==> src/rtl/pe_mac_seq.sv <==
// pe_mac_seq: job sequencer for a single multiply-accumulate PE.
// Clears the PE, streams N operand pairs into it, waits out its pipeline and returns one result per job.
module pe_mac_seq #(
  parameter int W_IN   = 8,
  parameter int LEN_W  = 8,
  parameter int PE_LAT = 4
) (
  input  logic             clk,
  input  logic             rst_n,
  input  logic             cfg_start,
  input  logic [LEN_W-1:0] cfg_len,
  input  logic             cfg_relu,
  output logic             busy,
  input  logic             op_valid,
  output logic             op_ready,
  input  logic [W_IN-1:0]  op_a,
  input  logic [W_IN-1:0]  op_b,
  output logic             pe_en,
  output logic             pe_mode_sel,
  output logic             pe_reg_reset,
  output logic [W_IN-1:0]  pe_a,
  output logic [W_IN-1:0]  pe_b,
  input  logic [W_IN-1:0]  pe_result,
  output logic             res_valid,
  input  logic             res_ready,
  output logic [W_IN-1:0]  res_data
);

  localparam int DCNT_W = (PE_LAT > 1) ? $clog2(PE_LAT) : 1;

  typedef enum logic [2:0] {
    S_IDLE,
    S_CLEAR,
    S_STREAM,
    S_DRAIN,
    S_DONE
  } state_t;

  state_t            state;
  state_t            state_next;
  logic [LEN_W-1:0]  len_q;
  logic [LEN_W-1:0]  cnt;
  logic              relu_q;
  logic [DCNT_W-1:0] dcnt;
  logic [W_IN-1:0]   res_q;
  logic              op_fire;
  logic              last_term;
  logic              drain_end;

  assign op_fire   = op_valid && op_ready;
  assign last_term = (cnt == len_q - LEN_W'(1));
  assign drain_end = (dcnt == DCNT_W'(PE_LAT - 1));

  always_ff @(posedge clk or negedge rst_n) begin
    if (!rst_n) begin
      state <= S_IDLE;
    end else begin
      state <= state_next;
    end
  end

  always_comb begin
    state_next   = state;
    op_ready     = 1'b0;
    pe_reg_reset = 1'b0;
    pe_mode_sel  = 1'b0;
    case (state)
      S_IDLE: begin
        if (cfg_start) begin
          state_next = (cfg_len == '0) ? S_DONE : S_CLEAR;
        end
      end
      S_CLEAR: begin
        pe_reg_reset = 1'b1;
        pe_mode_sel  = relu_q;
        state_next   = S_STREAM;
      end
      S_STREAM: begin
        pe_mode_sel = relu_q;
        // cnt < len_q keeps the port closed once every term has been taken
        op_ready    = (cnt < len_q);
        if (op_fire && last_term) begin
          state_next = S_DRAIN;
        end
      end
      S_DRAIN: begin
        pe_mode_sel = relu_q;
        if (drain_end) begin
          state_next = S_DONE;
        end
      end
      S_DONE: begin
        if (res_ready) begin
          state_next = S_IDLE;
        end
      end
      default: begin
        state_next = S_IDLE;
      end
    endcase
  end

  // Job bookkeeping and the captured result.
  always_ff @(posedge clk or negedge rst_n) begin
    if (!rst_n) begin
      len_q  <= '0;
      relu_q <= 1'b0;
      cnt    <= '0;
      dcnt   <= '0;
      res_q  <= '0;
    end else begin
      case (state)
        S_IDLE: begin
          if (cfg_start) begin
            len_q  <= cfg_len;
            relu_q <= cfg_relu;
            cnt    <= '0;
            dcnt   <= '0;
            if (cfg_len == '0) begin
              res_q <= '0;
            end
          end
        end
        S_STREAM: begin
          dcnt <= '0;
          if (op_fire) begin
            cnt <= cnt + LEN_W'(1);
          end
        end
        S_DRAIN: begin
          dcnt <= dcnt + DCNT_W'(1);
          // The last term has just reached the PE output on this cycle.
          if (drain_end) begin
            res_q <= pe_result;
          end
        end
        default: begin
        end
      endcase
    end
  end

  assign busy      = (state != S_IDLE);
  assign pe_en     = op_fire;
  assign pe_a      = (state == S_STREAM) ? op_a : '0;
  assign pe_b      = (state == S_STREAM) ? op_b : '0;
  assign res_valid = (state == S_DONE);
  assign res_data  = res_q;

endmodule
==> config.mk <==
export PLATFORM = sky130hd
export DESIGN_NAME = pe_mac_seq
export DESIGN_NICKNAME = d
export VERILOG_FILES = /design/src/rtl/pe_mac_seq.sv
export SDC_FILE = /design/constraint.sdc
export NUM_CORES = 1
export LEC_CHECK = 0
export ABC_CLOCK_PERIOD_IN_PS = 2000
export BUFFER_PORTS_ARGS = -buffer_cell sky130_fd_sc_hd__clkbuf_2
export CORE_MARGIN = 1.5
export CORE_UTILIZATION = 45
export DETAILED_ROUTE_END_ITERATION = 16
export PLACE_DENSITY = 0.76
export SYNTH_ARGS = -nofsm -noshare
export SYNTH_HDL_FRONTEND = slang
export SYNTH_SLANG_ARGS = --single-unit
==> constraint.sdc <==
create_clock -name clk -period 2 [get_ports clk]
set_input_delay 0.2 -clock clk [delete_from_list [all_inputs] [get_ports clk]]
set_output_delay 0.2 -clock clk [all_outputs]
set_load 0.02 [all_outputs]
==> flow_metrics.env, run 1 <==
export IMPL_outcome="complete, but fails checks"
export IMPL_failed_checks="setup timing"
export IMPL_n_antenna_cell=0
export IMPL_tritoncts="yes"
export IMPL_pwr_density_cell_nw_per_um2=1680
export IMPL_clock_sinks=30
export IMPL_grt_overflow_total=0
export IMPL_mappedNetlistArea_um2=1880
export IMPL_netSwitchingPower_uw=2110
export IMPL_syn_avg_cell_area_um2=9.45
export IMPL_grt_total_usage=0.238
export IMPL_areaGrowthSynthToFinish_pct=53.2
export IMPL_p_leak_uw=0.00137
export IMPL_ys_flop_type="sky130_fd_sc_hd__dfrtp_1"
export IMPL_root_buffer="sky130_fd_sc_hd__clkbuf_8"
export IMPL_vdd_drop_max_v=0.000764
export IMPL_critical_path_top_delay_family="flip-flops"
export IMPL_vias=1942
export IMPL_synth_compound_gate_area_share=0.158
export IMPL_switching_part_of_the_total_power=0.435
export IMPL_timing_slew_headroom=0.483
export IMPL_seq_area_frac_synth=0.399
export IMPL_place_detailed_hpwl_um=3640
export IMPL_buffer_ports_inserted=67
export IMPL_clock_network_fraction_of_total_power=0.161
export IMPL_final_cycle_share=1.01
export IMPL_start_util=0.470
export IMPL_yosys_mux_area_fraction=0.0432
export IMPL_final_period_minus_worst_setup_slack_ps=2020
export IMPL_async_flop_share=1.00
export IMPL_ys_seq_elements=30
export IMPL_number_of_cells_produced_by_synthesis=199
export IMPL_chipHeight_um=67.6
export IMPL_vias_per_cell=5.52
export IMPL_grt_pass1_wl_um=7960
export IMPL_number_of_global_route_vias_before_repair=1750
export IMPL_critPathArrivalTime_ps=1820
export IMPL_layoutNonFillerInstCount=352
export IMPL_clockBufferDepth=2
export IMPL_clock_insertion_delay_worst_skew_ps=290
export IMPL_dr_first_iter_drc_count=127
export IMPL_drt_pass1_iterations=4
export IMPL_critical_path_max_stage_delay_ps=420
export IMPL_fraction_of_post_synthesis_cell_area_in_the_top_cell_type_by_area=0.399
export IMPL_num_nets_final=350
export IMPL_hold_path_cell_count=3
export IMPL_top_level_ports=68
export IMPL_routed_wire_length_per_instance_um=16.8
export IMPL_maximum_number_of_pins_on_one_net_before_global_route_repair=31
export IMPL_total_neg_setup_slack_ps=-32.0
export IMPL_placementRows=23
export IMPL_share_seq_of_total_power=0.220
export IMPL_core_area_um2=4000
export IMPL_finalWorstSetupSlack_ps=-24.7
export IMPL_globalplace_congestion=0.896
export IMPL_synthTopCellsByArea="sky130_fd_sc_hd__dfrtp_1 40%, sky130_fd_sc_hd__ha_1 7.3%, sky130_fd_sc_hd__nand2_1 4.4%"
export IMPL_tightest_slew_ps=775
export IMPL_synth_simple_area_share=0.248
export IMPL_numCtsBuffers=5
export IMPL_min_path_type="primary input to register"
export IMPL_syn_nets=248
export IMPL_rsz_0062_raised_after_global_routing="yes"
export IMPL_worstPathRequired_ps=1800
export IMPL_drt_antenna_violating_nets=0
export IMPL_internal_power_uw=2740
export IMPL_post_route_wl_um=5920
export IMPL_timing_critical_path_from_type="register"
export IMPL_finalMaxSlewViolations=0
export IMPL_yosys_area_top_type="sky130_fd_sc_hd__dfrtp_1"
export IMPL_fin_hold_ws_ps=105
export IMPL_synth_top_family_by_area="simple AND/OR/NAND/NOR gates"
export IMPL_final_setup_violating_endpoints=2
export IMPL_crit_type="register to output port"
export IMPL_comb_power_share=0.619
export IMPL_path_clk_slew_ps=60
export IMPL_yosysUniqueCellTypes=37
export IMPL_synth_xor_xnor_area_share=0.0373
export IMPL_floorplan_die_area_um2=4580
export IMPL_most_frequent_cell_after_synthesis="sky130_fd_sc_hd__dfrtp_1"
export IMPL_clock_skew_ps=9.01
export IMPL_drc_errors=0
export IMPL_path_depth=7
export IMPL_yosys_warnings=0
export IMPL_pre_cts_slack_ps=-66.3
export IMPL_drv_max_cap_violation_count=0
export IMPL_worstPathBufferInverterCount=2
export IMPL_p_total_uw=4850
export IMPL_worst_path_max_fanout=5
export IMPL_final_hold_violation_count=0
export IMPL_setup_worst_path_end_class="output port"
export IMPL_crit_slowest_cell="sky130_fd_sc_hd__dfrtp_1"
export IMPL_synth_fa_ha_area_frac=0.0732
export IMPL_max_freq_mhz=494
export IMPL_die_w_um=67.6
export IMPL_initial_antenna_violation_count=0
export IMPL_ff2ff_path_depth=8
export IMPL_place_detailed_instances=336
export IMPL_final_layout_size_suffix_gt1_frac=0.487
export IMPL_h_tree_depth=2
export IMPL_crit_path_cell_trace="ha_4 -> nor2b_4 -> o211ai_1 -> a21oi_2 -> buf_4 -> nor2_4 -> buf_8"
export IMPL_netlist_top_cells_count="30 x sky130_fd_sc_hd__dfrtp_1, 22 x sky130_fd_sc_hd__nand2_1, 13 x sky130_fd_sc_hd__inv_1, 12 x sky130_fd_sc_hd__o21ai_0"
export IMPL_synth_edf_count=0
-- registers in the layout, indices dropped and copies added (netlist names) --
| signal | cells |
|---|---|
| cnt | 8 |
| dcnt | 2 |
| len_q | 8 |
| relu_q | 1 |
| res_data | 8 |
| state | 3 |
-- metal layers --
metal	share of wire	vias to the layer above	track usage
met5	0	-	0
met4	0.030	0	0.0740
met2	0.52	70	0.423
li1	-	920	-
met3	0.061	22	0.0600
met1	0.39	930	0.278
-- final cells by class --
type	instances	area, um2
flip-flops and latches	30	752
clock buffers	6	82.6
inverters	13	48.8
clock inverters	2	60.1
repair buffers	102	624
fillers	289	1120
well taps	50	62.6
multi-input cells	149	1250
-- cells by family (layout without fill, tap and decap cells) --
| group | after synthesis | after routing |
|---|---|---|
| flops | 30 | 30 |
| mux | 8 | 8 |
| xor+xnor | 8 | 8 |
| fa+ha+maj | 11 | 11 |
| compound gates | 42 | 42 |
| buf+inv | 20 | 123 |
| simple gates | 80 | 80 |
-- final timing paths --
check | startpoint | to | slack, ps
worst max-delay path | cnt[1]$_DFFE_PN0P_ | op_ready | -20
worst min-delay path | cfg_relu | relu_q$_DFFE_PN0P_ | 110
worst max register to register | len_q[1]$_DFFE_PN0P_ | cnt[3]$_DFFE_PN0P_ | -10
worst min register to register | relu_q$_DFFE_PN0P_ | relu_q$_DFFE_PN0P_ | 480
max in group asynchronous | rst_n | state[2]$_DFFE_PN0P_ | 950
min in group asynchronous | rst_n | dcnt[1]$_DFFE_PN0P_ | 520
-- cells in the final DEF (no fill, tap or decap), drive strengths merged, types with 2 or more instances in the layout --
cell type | synthesis | final
inv | 13 | 13
bufinv | 0 | 2
buf | 2 | 36
clkbuf | 5 | 71
nand4 | 4 | 4
o211ai | 3 | 3
ha | 11 | 11
xor2 | 2 | 2
and3 | 3 | 3
nor2b | 2 | 2
xnor2 | 6 | 6
nand2 | 22 | 22
o21ai | 12 | 12
a31oi | 4 | 4
nor2 | 5 | 5
nand2b | 4 | 4
nor3 | 4 | 4
o31ai | 3 | 3
a21oi | 8 | 8
nand3 | 2 | 2
mux2i | 7 | 7
a22o | 9 | 9
dfrtp | 30 | 30
nor3b | 3 | 3
nor4 | 7 | 7
and2 | 18 | 18
or4 | 3 | 3
-- tightest hold or removal path: cells and delay by family --
kind / cells / cell delay, ps
buffers and inverters: 1 / 80
and+or+nand+nor: 2 / 80
-- timing repair --
action,CTS,global route
buffers inserted,7,0
hold buffers,1,0
endpoints found under the hold margin,24,0
resized for setup,14,28
setup endpoints to repair,8,9
pin swaps,9,12
-- stage by stage --
stage	instance area [um2]	util
2_1_floorplan	1880	-
3_3_place_gp	2450	0.613
3_5_place_dp	2450	0.613
4_1_cts	2720	0.679
5_1_grt	2880	0.720
6_report	2880	0.720
-- power by group through the flow --
| stage | Combinational (uW) | Clock [uW] | Sequential (uW) |
|---|---|---|---|
| 6_report | 3000 | 779 | 1070 |
| 5_1_grt | 3240 | 805 | 1090 |
| 4_1_cts | 2560 | 775 | 1050 |
| 3_5_place_dp | 2340 | 0 | 1060 |
| 3_3_place_gp | 2290 | 0 | 1040 |
| 2_1_floorplan | 1350 | 0 | 1190 |
(Power assumes the default switching activity.)
==> run 2: changes to the inputs <==
--- a/config.mk
+++ b/config.mk
@@ -10,6 +10,7 @@
 export CORE_MARGIN = 1.5
 export CORE_UTILIZATION = 45
 export DETAILED_ROUTE_END_ITERATION = 16
+export MAX_ROUTING_LAYER = met4
 export PLACE_DENSITY = 0.76
 export SYNTH_ARGS = -nofsm -noshare
 export SYNTH_HDL_FRONTEND = slang
==> flow_metrics.env, run 2 (synthesized netlist as in run 1, its figures left out) <==
export IMPL_r2r_end="cnt[3]$_DFFE_PN0P_"
export IMPL_final_layout_size_suffix_gt1_frac=0.487
export IMPL_finalMaxSlewViolations=0
export IMPL_critPathArrivalTime_ps=1830
export IMPL_number_of_global_route_vias_before_repair=1752
export IMPL_detailed_place_area_um2=2450
export IMPL_min_to="relu_q$_DFFE_PN0P_"
export IMPL_comb_power_share=0.620
export IMPL_share_seq_of_total_power=0.220
export IMPL_grt_pass1_wl_um=7950
export IMPL_dr_first_iter_drc_count=129
export IMPL_maximum_number_of_pins_on_one_net_before_global_route_repair=31
export IMPL_regToRegStartpoint="len_q[1]$_DFFE_PN0P_"
export IMPL_grt_overflow_total=0
export IMPL_floorplan_die_area_um2=4580
export IMPL_place_detailed_hpwl_um=3640
export IMPL_layout_common_cells="65 x sky130_fd_sc_hd__clkbuf_2, 33 x sky130_fd_sc_hd__buf_4, 29 x sky130_fd_sc_hd__dfrtp_1, 21 x sky130_fd_sc_hd__nand2_1, 12 x sky130_fd_sc_hd__o21ai_0"
export IMPL_crit_type="register to output port"
export IMPL_die_w_um=67.6
export IMPL_pwr_density_cell_nw_per_um2=1680
export IMPL_failed_checks="setup timing"
export IMPL_initial_antenna_violation_count=0
export IMPL_clock_sinks=30
export IMPL_p_leak_uw=0.00137
export IMPL_globalplace_congestion=0.911
export IMPL_n_antenna_cell=0
export IMPL_num_fill_cells=289
export IMPL_setup_worst_path_end_class="output port"
export IMPL_grt_total_usage=0.244
export IMPL_min_from="cfg_relu"
export IMPL_hold_path_cell_count=3
export IMPL_routed_wire_length_per_instance_um=16.8
export IMPL_internal_power_uw=2740
export IMPL_vias_per_cell=5.55
export IMPL_drv_max_cap_violation_count=0
export IMPL_drc_errors=0
export IMPL_drt_antenna_violating_nets=0
export IMPL_final_common_cell="sky130_fd_sc_hd__clkbuf_2"
export IMPL_numCtsBuffers=5
export IMPL_rsz_0062_raised_after_global_routing="yes"
export IMPL_num_nets_final=350
export IMPL_clock_skew_ps=5.41
export IMPL_vias=1953
export IMPL_p_total_uw=4840
export IMPL_top_level_ports=68
export IMPL_clockBufferDepth=2
export IMPL_timing_slew_headroom=0.484
export IMPL_clock_insertion_delay_worst_skew_ps=290
export IMPL_total_neg_setup_slack_ps=-40.2
export IMPL_areaGrowthSynthToFinish_pct=53.2
export IMPL_h_tree_depth=2
export IMPL_post_route_wl_um=5920
export IMPL_ff2ff_path_depth=8
export IMPL_final_hold_violation_count=0
export IMPL_post_route_cell_area_um2=2880
export IMPL_final_period_minus_worst_setup_slack_ps=2030
export IMPL_finalWorstSetupSlack_ps=-28.9
export IMPL_vdd_drop_max_v=0.000763
export IMPL_outcome="complete, but fails checks"
export IMPL_final_cycle_share=1.01
export IMPL_chipHeight_um=67.6
export IMPL_area_of_the_multi_input_gates_um2=1250
export IMPL_tritoncts="yes"
export IMPL_start_util=0.470
export IMPL_timing_critical_path_from_type="register"
export IMPL_placementRows=23
export IMPL_worst_path_max_fanout=5
export IMPL_drt_pass1_iterations=4
export IMPL_tightest_slew_ps=773
export IMPL_min_path_type="primary input to register"
export IMPL_finalCoreUtilization=0.720
export IMPL_root_buffer="sky130_fd_sc_hd__clkbuf_8"
export IMPL_switching_part_of_the_total_power=0.435
export IMPL_clock_network_fraction_of_total_power=0.160
export IMPL_final_setup_violating_endpoints=2
export IMPL_regArea_um2=752
export IMPL_reg2reg_slack_ps=-10
export IMPL_netSwitchingPower_uw=2110
export IMPL_max_freq_mhz=493
export IMPL_worstPathRequired_ps=1800
export IMPL_core_area_um2=4000
export IMPL_path_clk_slew_ps=60
export IMPL_buffer_ports_inserted=67
[run 2: routing by layer]
layer	global-route usage	part of all wire	vias up
met5	-	0	-
met2	0.424	0.52	60
met1	0.277	0.40	950
met3	0.0583	0.047	21
met4	0.0740	0.029	0
li1	-	-	922
[run 2: worst max-delay path by stage]
stage                                end  slack [ps]                 start
floorplan           state[0]$_DFFE_PN0P_          40  len_q[7]$_DFFE_PN0P_
global placement    state[0]$_DFFE_PN0P_          40  len_q[7]$_DFFE_PN0P_
detailed placement    cnt[6]$_DFFE_PN0P_         -70  len_q[7]$_DFFE_PN0P_
CTS                             op_ready         -40    cnt[1]$_DFFE_PN0P_
global route                    op_ready        -110    cnt[1]$_DFFE_PN0P_
finish                          op_ready         -30    cnt[1]$_DFFE_PN0P_
[run 2: power groups by stage]
| stage | Sequential, uW | Clock (uW) | Combinational [uW] |
|---|---|---|---|
| after floorplan | 1190 | 0 | 1350 |
| after global placement | 1040 | 0 | 2290 |
| after global routing | 1090 | 805 | 3240 |
| final | 1070 | 773 | 3000 |
| after CTS | 1050 | 775 | 2560 |
| after detailed placement | 1060 | 0 | 2340 |
[run 2: repair_timing]
item                                    CTS  global route
buffers inserted                          7             0
hold buffers                              1             0
pin swaps                                 9            12
endpoints found under the setup margin    8             9
gates resized for setup                  14            28
endpoints found under the hold margin    24             0
[run 2: layout make-up]
cell class	instances	area share
Clock buffer	6	0.0287
Clock inverter	2	0.0208
Inverter	13	0.0169
Multi-Input combinational cell	149	0.434
Sequential cell	30	0.261
Tap cell	50	0.0217
Timing Repair Buffer	102	0.217
[run 2: critical path, cell delays in order, from the launching register on]
cell and delay (ps):
sky130_fd_sc_hd__dfrtp_1 420, sky130_fd_sc_hd__ha_4 280, sky130_fd_sc_hd__nor2b_4 120, sky130_fd_sc_hd__o211ai_1 100, sky130_fd_sc_hd__a21oi_2 250, sky130_fd_sc_hd__buf_4 190, sky130_fd_sc_hd__nor2_4 40, sky130_fd_sc_hd__buf_8 130
[run 2: through the flow]
stage               worst slack (ps)  hold WS, ps  instances
finish                         -28.9          106        352
global route                    -108          121        352
CTS                            -43.5          100        352
detailed placement             -66.3          303        336
global placement                38.3          299        336
floorplan                       40.0        -95.6        199
